[config.mk]
export PLATFORM = sky130hd
export DESIGN_NAME = add_arb_seq_flat
export DESIGN_NICKNAME = d
export VERILOG_FILES = /design/src/rtl/add_arb_seq_pkg.sv /design/src/rtl/add_arb_seq_if.sv /design/src/rtl/add_arb_seq_add_lane.sv /design/src/rtl/add_arb_seq.sv /design/src/flat_wrapper.sv
export SDC_FILE = /design/constraint.sdc
export NUM_CORES = 1
export LEC_CHECK = 0
export ABC_AREA = 1
export CAP_MARGIN = 20
export CORE_ASPECT_RATIO = 1.75
export CORE_UTILIZATION = 44
export DETAILED_ROUTE_END_ITERATION = 7
export PLACE_DENSITY = 0.76
export SYNTH_ARGS = -nofsm -noshare
export SYNTH_HDL_FRONTEND = slang
export SYNTH_SLANG_ARGS = --single-unit
export TNS_END_PERCENT = 5
[constraint.sdc]
create_clock -name clk -period 2.57 [get_ports clk]
set_input_delay 0.514 -clock clk [delete_from_list [all_inputs] [get_ports clk]]
set_output_delay 0.514 -clock clk [all_outputs]
set_load 0.005 [all_outputs]
[src/rtl/add_arb_seq_pkg.sv]
// Shared types and defaults for the two-requester multi-pass adder.
// Latency: n/a (declarations only).
// Backpressure: n/a.
package add_arb_seq_pkg;

  localparam int LANE_W_DEF = 32;
  localparam int LANES_DEF  = 2;

  typedef enum logic [1:0] {
    IDLE = 2'd0,
    RUN  = 2'd1,
    RESP = 2'd2
  } state_e;

endpackage

[src/rtl/add_arb_seq_if.sv]
// Request/response bundle between two requesters, one consumer and the adder.
// Latency: n/a (wiring only).
// Backpressure: req_valid/req_ready per requester, rsp_valid/rsp_ready on the result.
interface add_arb_seq_if
  import add_arb_seq_pkg::*;
#(
  parameter int OPW = LANE_W_DEF * LANES_DEF
);

  logic [1:0]     req_valid;
  logic [1:0]     req_ready;
  logic [OPW-1:0] req_a0;
  logic [OPW-1:0] req_b0;
  logic [OPW-1:0] req_a1;
  logic [OPW-1:0] req_b1;
  logic           rsp_valid;
  logic           rsp_ready;
  logic [OPW-1:0] rsp_sum;
  logic           rsp_cout;
  logic           rsp_id;

  modport master (
    output req_valid, req_a0, req_b0, req_a1, req_b1, rsp_ready,
    input  req_ready, rsp_valid, rsp_sum, rsp_cout, rsp_id
  );

  modport slave (
    input  req_valid, req_a0, req_b0, req_a1, req_b1, rsp_ready,
    output req_ready, rsp_valid, rsp_sum, rsp_cout, rsp_id
  );

endinterface

[src/rtl/add_arb_seq_add_lane.sv]
// One LANE_W-bit adder pass with carry-in/out, parallel-prefix carry tree.
// Latency: purely combinational.
// Backpressure: none.
module add_lane #(
  parameter int LANE_W = 32
) (
  input  logic [LANE_W-1:0] a,
  input  logic [LANE_W-1:0] b,
  input  logic              cin,
  output logic [LANE_W-1:0] sum,
  output logic              cout
);

  logic [LANE_W-1:0] g;
  logic [LANE_W-1:0] p;
  logic [LANE_W-1:0] grp_g;
  logic [LANE_W-1:0] grp_p;
  logic [LANE_W:0]   c;

  // Kogge-Stone prefix: after the loop grp_g/grp_p[i] span bits 0..i.
  // Walking i downward keeps lower entries at the previous level's value.
  always_comb begin
    g     = a & b;
    p     = a ^ b;
    grp_g = g;
    grp_p = p;
    for (int d = 1; d < LANE_W; d = d * 2) begin
      for (int i = LANE_W - 1; i >= d; i--) begin
        grp_g[i] = grp_g[i] | (grp_p[i] & grp_g[i-d]);
        grp_p[i] = grp_p[i] & grp_p[i-d];
      end
    end
    c    = '0;
    c[0] = cin;
    for (int i = 0; i < LANE_W; i++) begin
      c[i+1] = grp_g[i] | (grp_p[i] & cin);
    end
    sum  = p ^ c[LANE_W-1:0];
    cout = c[LANE_W];
  end

endmodule

[src/rtl/add_arb_seq.sv]
// Round-robin arbiter feeding a wide adder that reuses one lane adder over LANES passes.
// Latency: handshake at edge k -> rsp_valid in the cycle after edge k+LANES.
// Backpressure: no grant outside IDLE; result held in RESP until rsp_ready.
module add_arb_seq
  import add_arb_seq_pkg::*;
#(
  parameter int LANE_W = LANE_W_DEF,
  parameter int LANES  = LANES_DEF,
  parameter int CNT_W  = 16
) (
  input  logic             clk,
  input  logic             rst_n,
  add_arb_seq_if.slave     bus,
  output logic             busy,
  output logic [CNT_W-1:0] done_cnt
);

  localparam int OPW = LANE_W * LANES;
  localparam int LW  = (LANES > 1) ? $clog2(LANES) : 1;

  localparam logic [1:0]    S_IDLE    = IDLE;
  localparam logic [1:0]    S_RUN     = RUN;
  localparam logic [1:0]    S_RESP    = RESP;
  localparam logic [LW-1:0] LAST_LANE = LW'(LANES - 1);

  logic [1:0]        state;
  logic              rr;
  logic [LW-1:0]     lane;
  logic              carry;
  logic              op_id;
  logic [LANE_W-1:0] op_a [LANES];
  logic [LANE_W-1:0] op_b [LANES];
  logic [LANE_W-1:0] res  [LANES];
  logic [LANE_W-1:0] in_a [LANES];
  logic [LANE_W-1:0] in_b [LANES];

  logic [1:0]        grant;
  logic              gnt_id;
  logic              hs;
  logic [OPW-1:0]    src_a;
  logic [OPW-1:0]    src_b;
  logic [OPW-1:0]    sum_flat;
  logic [LANE_W-1:0] lane_sum;
  logic              lane_cout;

  // Grant only in IDLE: the pointed-to requester wins, else the other one.
  always_comb begin
    grant = 2'b00;
    if (state == S_IDLE) begin
      if (bus.req_valid[rr]) begin
        grant[rr] = 1'b1;
      end else if (bus.req_valid[~rr]) begin
        grant[~rr] = 1'b1;
      end
    end
  end

  assign bus.req_ready = grant;
  assign gnt_id        = grant[1];
  assign hs            = |grant;
  assign src_a         = gnt_id ? bus.req_a1 : bus.req_a0;
  assign src_b         = gnt_id ? bus.req_b1 : bus.req_b0;

  for (genvar gi = 0; gi < LANES; gi++) begin : g_slice
    assign in_a[gi]                       = src_a[gi*LANE_W +: LANE_W];
    assign in_b[gi]                       = src_b[gi*LANE_W +: LANE_W];
    assign sum_flat[gi*LANE_W +: LANE_W]  = res[gi];
  end

  add_lane #(.LANE_W(LANE_W)) u_add_lane (
    .a    (op_a[lane]),
    .b    (op_b[lane]),
    .cin  (carry),
    .sum  (lane_sum),
    .cout (lane_cout)
  );

  // Capture on grant, one lane per RUN cycle, hold result until consumed.
  always_ff @(posedge clk or negedge rst_n) begin
    if (!rst_n) begin
      state    <= S_IDLE;
      rr       <= 1'b0;
      lane     <= '0;
      carry    <= 1'b0;
      op_id    <= 1'b0;
      done_cnt <= '0;
      for (int i = 0; i < LANES; i++) begin
        op_a[i] <= '0;
        op_b[i] <= '0;
        res[i]  <= '0;
      end
    end else begin
      case (state)
        S_IDLE: begin
          if (hs) begin
            for (int i = 0; i < LANES; i++) begin
              op_a[i] <= in_a[i];
              op_b[i] <= in_b[i];
            end
            op_id <= gnt_id;
            lane  <= '0;
            carry <= 1'b0;
            rr    <= ~gnt_id;
            state <= S_RUN;
          end
        end
        S_RUN: begin
          res[lane] <= lane_sum;
          carry     <= lane_cout;
          if (lane == LAST_LANE) begin
            state <= S_RESP;
          end else begin
            lane <= lane + LW'(1);
          end
        end
        S_RESP: begin
          if (bus.rsp_ready) begin
            state    <= S_IDLE;
            done_cnt <= done_cnt + CNT_W'(1);
          end
        end
        default: state <= S_IDLE;
      endcase
    end
  end

  assign bus.rsp_valid = (state == S_RESP);
  assign bus.rsp_sum   = bus.rsp_valid ? sum_flat : '0;
  assign bus.rsp_cout  = bus.rsp_valid ? carry : 1'b0;
  assign bus.rsp_id    = bus.rsp_valid ? op_id : 1'b0;
  assign busy          = (state != S_IDLE);

endmodule

[src/flat_wrapper.sv]
// flat-port wrapper written by rule: the top's interface ports become plain ports
module add_arb_seq_flat import add_arb_seq_pkg::*;
#(
  parameter int LANE_W = LANE_W_DEF,
  parameter int LANES  = LANES_DEF,
  parameter int CNT_W  = 16
)
  (clk, rst_n, busy, done_cnt, bus_req_valid, bus_req_a0, bus_req_b0, bus_req_a1, bus_req_b1, bus_rsp_ready, bus_req_ready, bus_rsp_valid, bus_rsp_sum, bus_rsp_cout, bus_rsp_id);
  add_arb_seq_if #(.OPW(64)) bus_i ();
  input  logic clk;
  input  logic rst_n;
  output logic busy;
  output logic [CNT_W-1:0] done_cnt;
  input wire logic [$bits(bus_i.req_valid)-1:0] bus_req_valid;
  input wire logic [$bits(bus_i.req_a0)-1:0] bus_req_a0;
  input wire logic [$bits(bus_i.req_b0)-1:0] bus_req_b0;
  input wire logic [$bits(bus_i.req_a1)-1:0] bus_req_a1;
  input wire logic [$bits(bus_i.req_b1)-1:0] bus_req_b1;
  input wire logic [$bits(bus_i.rsp_ready)-1:0] bus_rsp_ready;
  output wire logic [$bits(bus_i.req_ready)-1:0] bus_req_ready;
  output wire logic [$bits(bus_i.rsp_valid)-1:0] bus_rsp_valid;
  output wire logic [$bits(bus_i.rsp_sum)-1:0] bus_rsp_sum;
  output wire logic [$bits(bus_i.rsp_cout)-1:0] bus_rsp_cout;
  output wire logic [$bits(bus_i.rsp_id)-1:0] bus_rsp_id;
  assign bus_i.req_valid = bus_req_valid;
  assign bus_i.req_a0 = bus_req_a0;
  assign bus_i.req_b0 = bus_req_b0;
  assign bus_i.req_a1 = bus_req_a1;
  assign bus_i.req_b1 = bus_req_b1;
  assign bus_i.rsp_ready = bus_rsp_ready;
  assign bus_req_ready = bus_i.req_ready;
  assign bus_rsp_valid = bus_i.rsp_valid;
  assign bus_rsp_sum = bus_i.rsp_sum;
  assign bus_rsp_cout = bus_i.rsp_cout;
  assign bus_rsp_id = bus_i.rsp_id;
  add_arb_seq #(.LANE_W(LANE_W), .LANES(LANES), .CNT_W(CNT_W)) u_core (.clk(clk), .rst_n(rst_n), .bus(bus_i), .busy(busy), .done_cnt(done_cnt));
endmodule
==> impl_metrics.ini <==
[timing]
tightest_slew_ns = 0.767
slew_viol_final = 0
finalCritPeriodShare_pct = 102
hold_viol = 0
skew_ns = 0.0103
rsz0062_at_grt = yes
slew_headroom_pct = 48.8
max_freq_mhz = 383
fin_crit_ns = 2.61
finalSetupViolations = 33
fin_hold_ws_ns = 0.475
finalWorstSetupSlack_ns = -0.0394

[grt]
grt_pass1_vias = 12983
grt_overflow = 0
antenna_found_initial = 0
grt_max_degree = 101
grt_usage_pct = 28.8
grt_pass1_wl_um = 65500

[finish]
area_growth_pct = 44.4
nets = 2427
diodes = 0
regArea_um2 = 5360
drive_gt1_share_pct = 11.3
fillCellCount = 2463
multiInputGateArea_um2 = 6170

[drt]
route.vias.total = 12825
dr.pass1.iters = 5
via_per_inst = 5.09
ant_nets = 0
route.detailed.drc = 0
drt-wirelength-per-cell_um = 16.3
drtIter0Drc = 779
totalWireLength_um = 41100

[worst_setup_path]
required_ns = 2.06
endpoint_kind = output port
path_cells = inv_1 -> nor2_4 -> inv_4 -> buf_12 -> nor2_1 -> clkdlybuf4s50_1
worstPathArrival_ns = 2.10
cp_slowest_cell = clkdlybuf4s50_1
critPathKind = reg -> out
r2r_slack_ns = -0.03
cp.depth = 6
critPathBufInv = 4
crit_path_start_kind = register
timing.rr.start = u_core.lane
critPathMaxStageDelay_ns = 0.51
r2r_cells = 15
endpoint = bus_rsp_sum[36]
r2r-end = u_core.res[25]
critPathMaxFanout = 53
crit_family = buffers and inverters
startpoint = u_core.state[1]

[yosys]
ys_ff_latch = 214
yosysSeqAreaShare_pct = 42.6
ys_warn_count = 0
syn_inst = 1742
syn_avg_cell_area_um2 = 7.22
syn-cell-area_um2 = 12600
syn_nets = 2037
synth_cell_type_count = 32

[floorplanning]
rows = 81
initial_utilization_pct = 44.8
ioPinCount = 347
core-area_um2 = 28100
die_x_um = 130
die_h_um = 226
dieArea_um2 = 29300

[status]
run_status = finished, violations left
violations = negative setup slack

[cts]
htreeDepth = 1
cts_tree = built
clkTransAtPathRegs_ns = 0.07
clockRootBuffer = clkbuf_16
clk_latency_ns = 0.50
clockBufferDepth = 3
cts.sinks = 214
numCtsBuffers = 21

[power_and_ir_drop]
p_total_mw = 26.3
vdd_drop_max_mv = 0.672
switching_share_pct = 46.5
power.density_nw_per_um2 = 1450
p_leak_nw = 9.00
switchingPower_mw = 12.2
p_seq_share_pct = 22.2
p_comb_share_pct = 64.6
clkPwrFrac_pct = 13.2
p_int_mw = 14.1

[job]
cap_violations = 0

[placed_design]
dp_hpwl_um = 32000
gp_congestion = 0.963
io_buffers = 346

[worst_hold_path]
min_path_type = reg -> reg
layout by cell type, fill, tap and decap left out, types with 3 or more instances in the layout:
master,instances
nand2_2,32
ha_1,27
nand4_1,6
a22oi_1,99
clkinv_2,3
buf_4,86
inv_2,9
bufinv_16,5
xor2_1,10
dlygate4sd2_1,5
nand2_1,504
nor2_2,12
ha_2,3
nand3_1,65
nor2_4,6
o21ai_1,37
o21ai_2,3
clkbuf_8,4
dfrtp_1,211
xnor2_1,12
o21ai_0,160
buf_12,10
o21bai_1,32
nand3b_1,3
nor2_1,108
ha_4,3
inv_1,261
nand3_2,6
nor3_1,4
clkbuf_16,21
xnor2_2,6
nor3_2,6
a21oi_1,13
clkdlybuf4s50_1,338
a21oi_2,7
registers in the layout, indices dropped and copies added (netlist names):
name	count
u_core.op_id	1
u_core.op_a	64
u_core.res	64
u_core.carry	1
u_core.done_cnt	16
u_core.state	2
u_core.rr	1
u_core.op_b	64
u_core.lane	1
how the worst min path moves through the flow:
stage | start | endpoint | slack (ns) | cells past startpoint
final | u_core.op_a[5] | u_core.op_a[5] | 0.47 | 2
after global placement | rst_n | u_core.res[10] | 0.43 | 1
after detailed placement | rst_n | u_core.op_a[35] | 0.43 | 1
after CTS | u_core.op_a[29] | u_core.op_a[29] | 0.48 | 2
after floorplan | rst_n | u_core.carry | 0.22 | 0
after global routing | u_core.op_a[17] | u_core.op_a[17] | 0.49 | 2
final cells by class:
cell class / count / share of cell area [%]
multi-input combinational: 1177 / 33.9
sequential: 214 / 29.5
timing repair buffer: 446 / 24.0
inverter: 272 / 5.64
clock buffer: 25 / 3.20
tap: 373 / 2.57
clock inverter: 12 / 1.11
cell usage after synthesis:
cell      number  area [um2]
a21oi_1       20         100
a22oi_1       99         743
a31oi_1        2        12.5
and3_1         1        6.26
buf_1          2        7.51
buf_2         39         195
clkbuf_1      38         143
dfrtp_1      214        5360
fa_1           1        20.0
ha_1          33         413
inv_1        266         998
inv_2          6        22.5
mux2_2         1        11.3
nand2_1      534        2000
nand2_2        3        18.8
nand3_1       70         350
nand3_2        1        10.0
nand3b_1       3        22.5
nand4_1        6        37.5
nor2_1       123         462
nor2_4         3        33.8
nor3_1         7        35.0
nor3_2         3        30.0
nor3_4         1        16.3
nor4_1         3        18.8
o21ai_0      180         901
o21ai_1       19        95.1
o21ai_2        1        8.76
o21bai_1      32         240
or2_2          2        12.5
xnor2_1       18         158
xor2_1        11        96.3
worst reg2reg max path, stage by stage (launching register included):
cell and delay [ns]:
dfrtp_4 0.54, buf_12 0.18, buf_16 0.18, nand2_1 0.07, o21ai_0 0.08, ha_1 0.40, nand2_1 0.11, nand2_2 0.07
inv_1 0.05, nand2_1 0.09, o21bai_1 0.19, a21oi_2 0.15, buf_4 0.13, nand3_1 0.09, nand3_1 0.10, nand2_1 0.05
metal layers:
layer / part of all wire [%] / routed length, um / global-route usage (%) / up-vias
met5: 0 / 0 / 0 / -
met4: 4.3 / 1780 / 12.7 / 0
met3: 4.5 / 1850 / 2.96 / 100
met2: 53 / 22000 / 53.1 / 425
met1: 38 / 15600 / 33.1 / 5997
li1: - / - / - / 6303
stage by stage:
| step | instance area (um2) | utilization (%) | setup slack, ns | cells | TNS (ns) |
|---|---|---|---|---|---|
| final | 18200 | 64.7 | -0.0394 | 2519 | -0.479 |
| after floorplan | 12600 | - | 0.125 | 1742 | 0 |
| after CTS | 17900 | 63.7 | -0.0979 | 2513 | -3.19 |
| after global routing | 18200 | 64.7 | -0.167 | 2519 | -7.39 |
| after detailed placement | 17000 | 60.5 | -0.175 | 2470 | -1.50 |
| after global placement | 17000 | 60.5 | -0.123 | 2470 | -0.895 |
power by group through the flow:
stage | logic, mW | clock network, mW | registers (mW)
6_report | 17.0 | 3.47 | 5.83
3_3_place_gp | 15.2 | 0 | 5.82
4_1_cts | 16.0 | 3.53 | 5.83
3_5_place_dp | 15.5 | 0 | 5.87
5_1_grt | 18.9 | 3.65 | 5.98
2_1_floorplan | 9.41 | 0 | 5.52
kinds of logic (layout without fill, tap and decap cells):
logic type | after synthesis | count (layout) | share of synthesized area [%]
compound gates | 353 | 353 | 16.7
buf+inv | 351 | 755 | 10.9
mux | 1 | 1 | 0.0895
xor+xnor | 29 | 29 | 2.02
flops | 214 | 214 | 42.6
fa+ha+maj | 34 | 34 | 3.44
simple gates | 760 | 760 | 24.3
repair_timing:
item	CTS	global route
gates resized for setup	32	86
endpoints found under the hold margin	41	0
pin swaps	5	14
hold buffers	1	0
setup buffers	5	6
gates cloned	0	0
endpoints found under the setup margin	90	104
(Power assumes the default switching activity.)
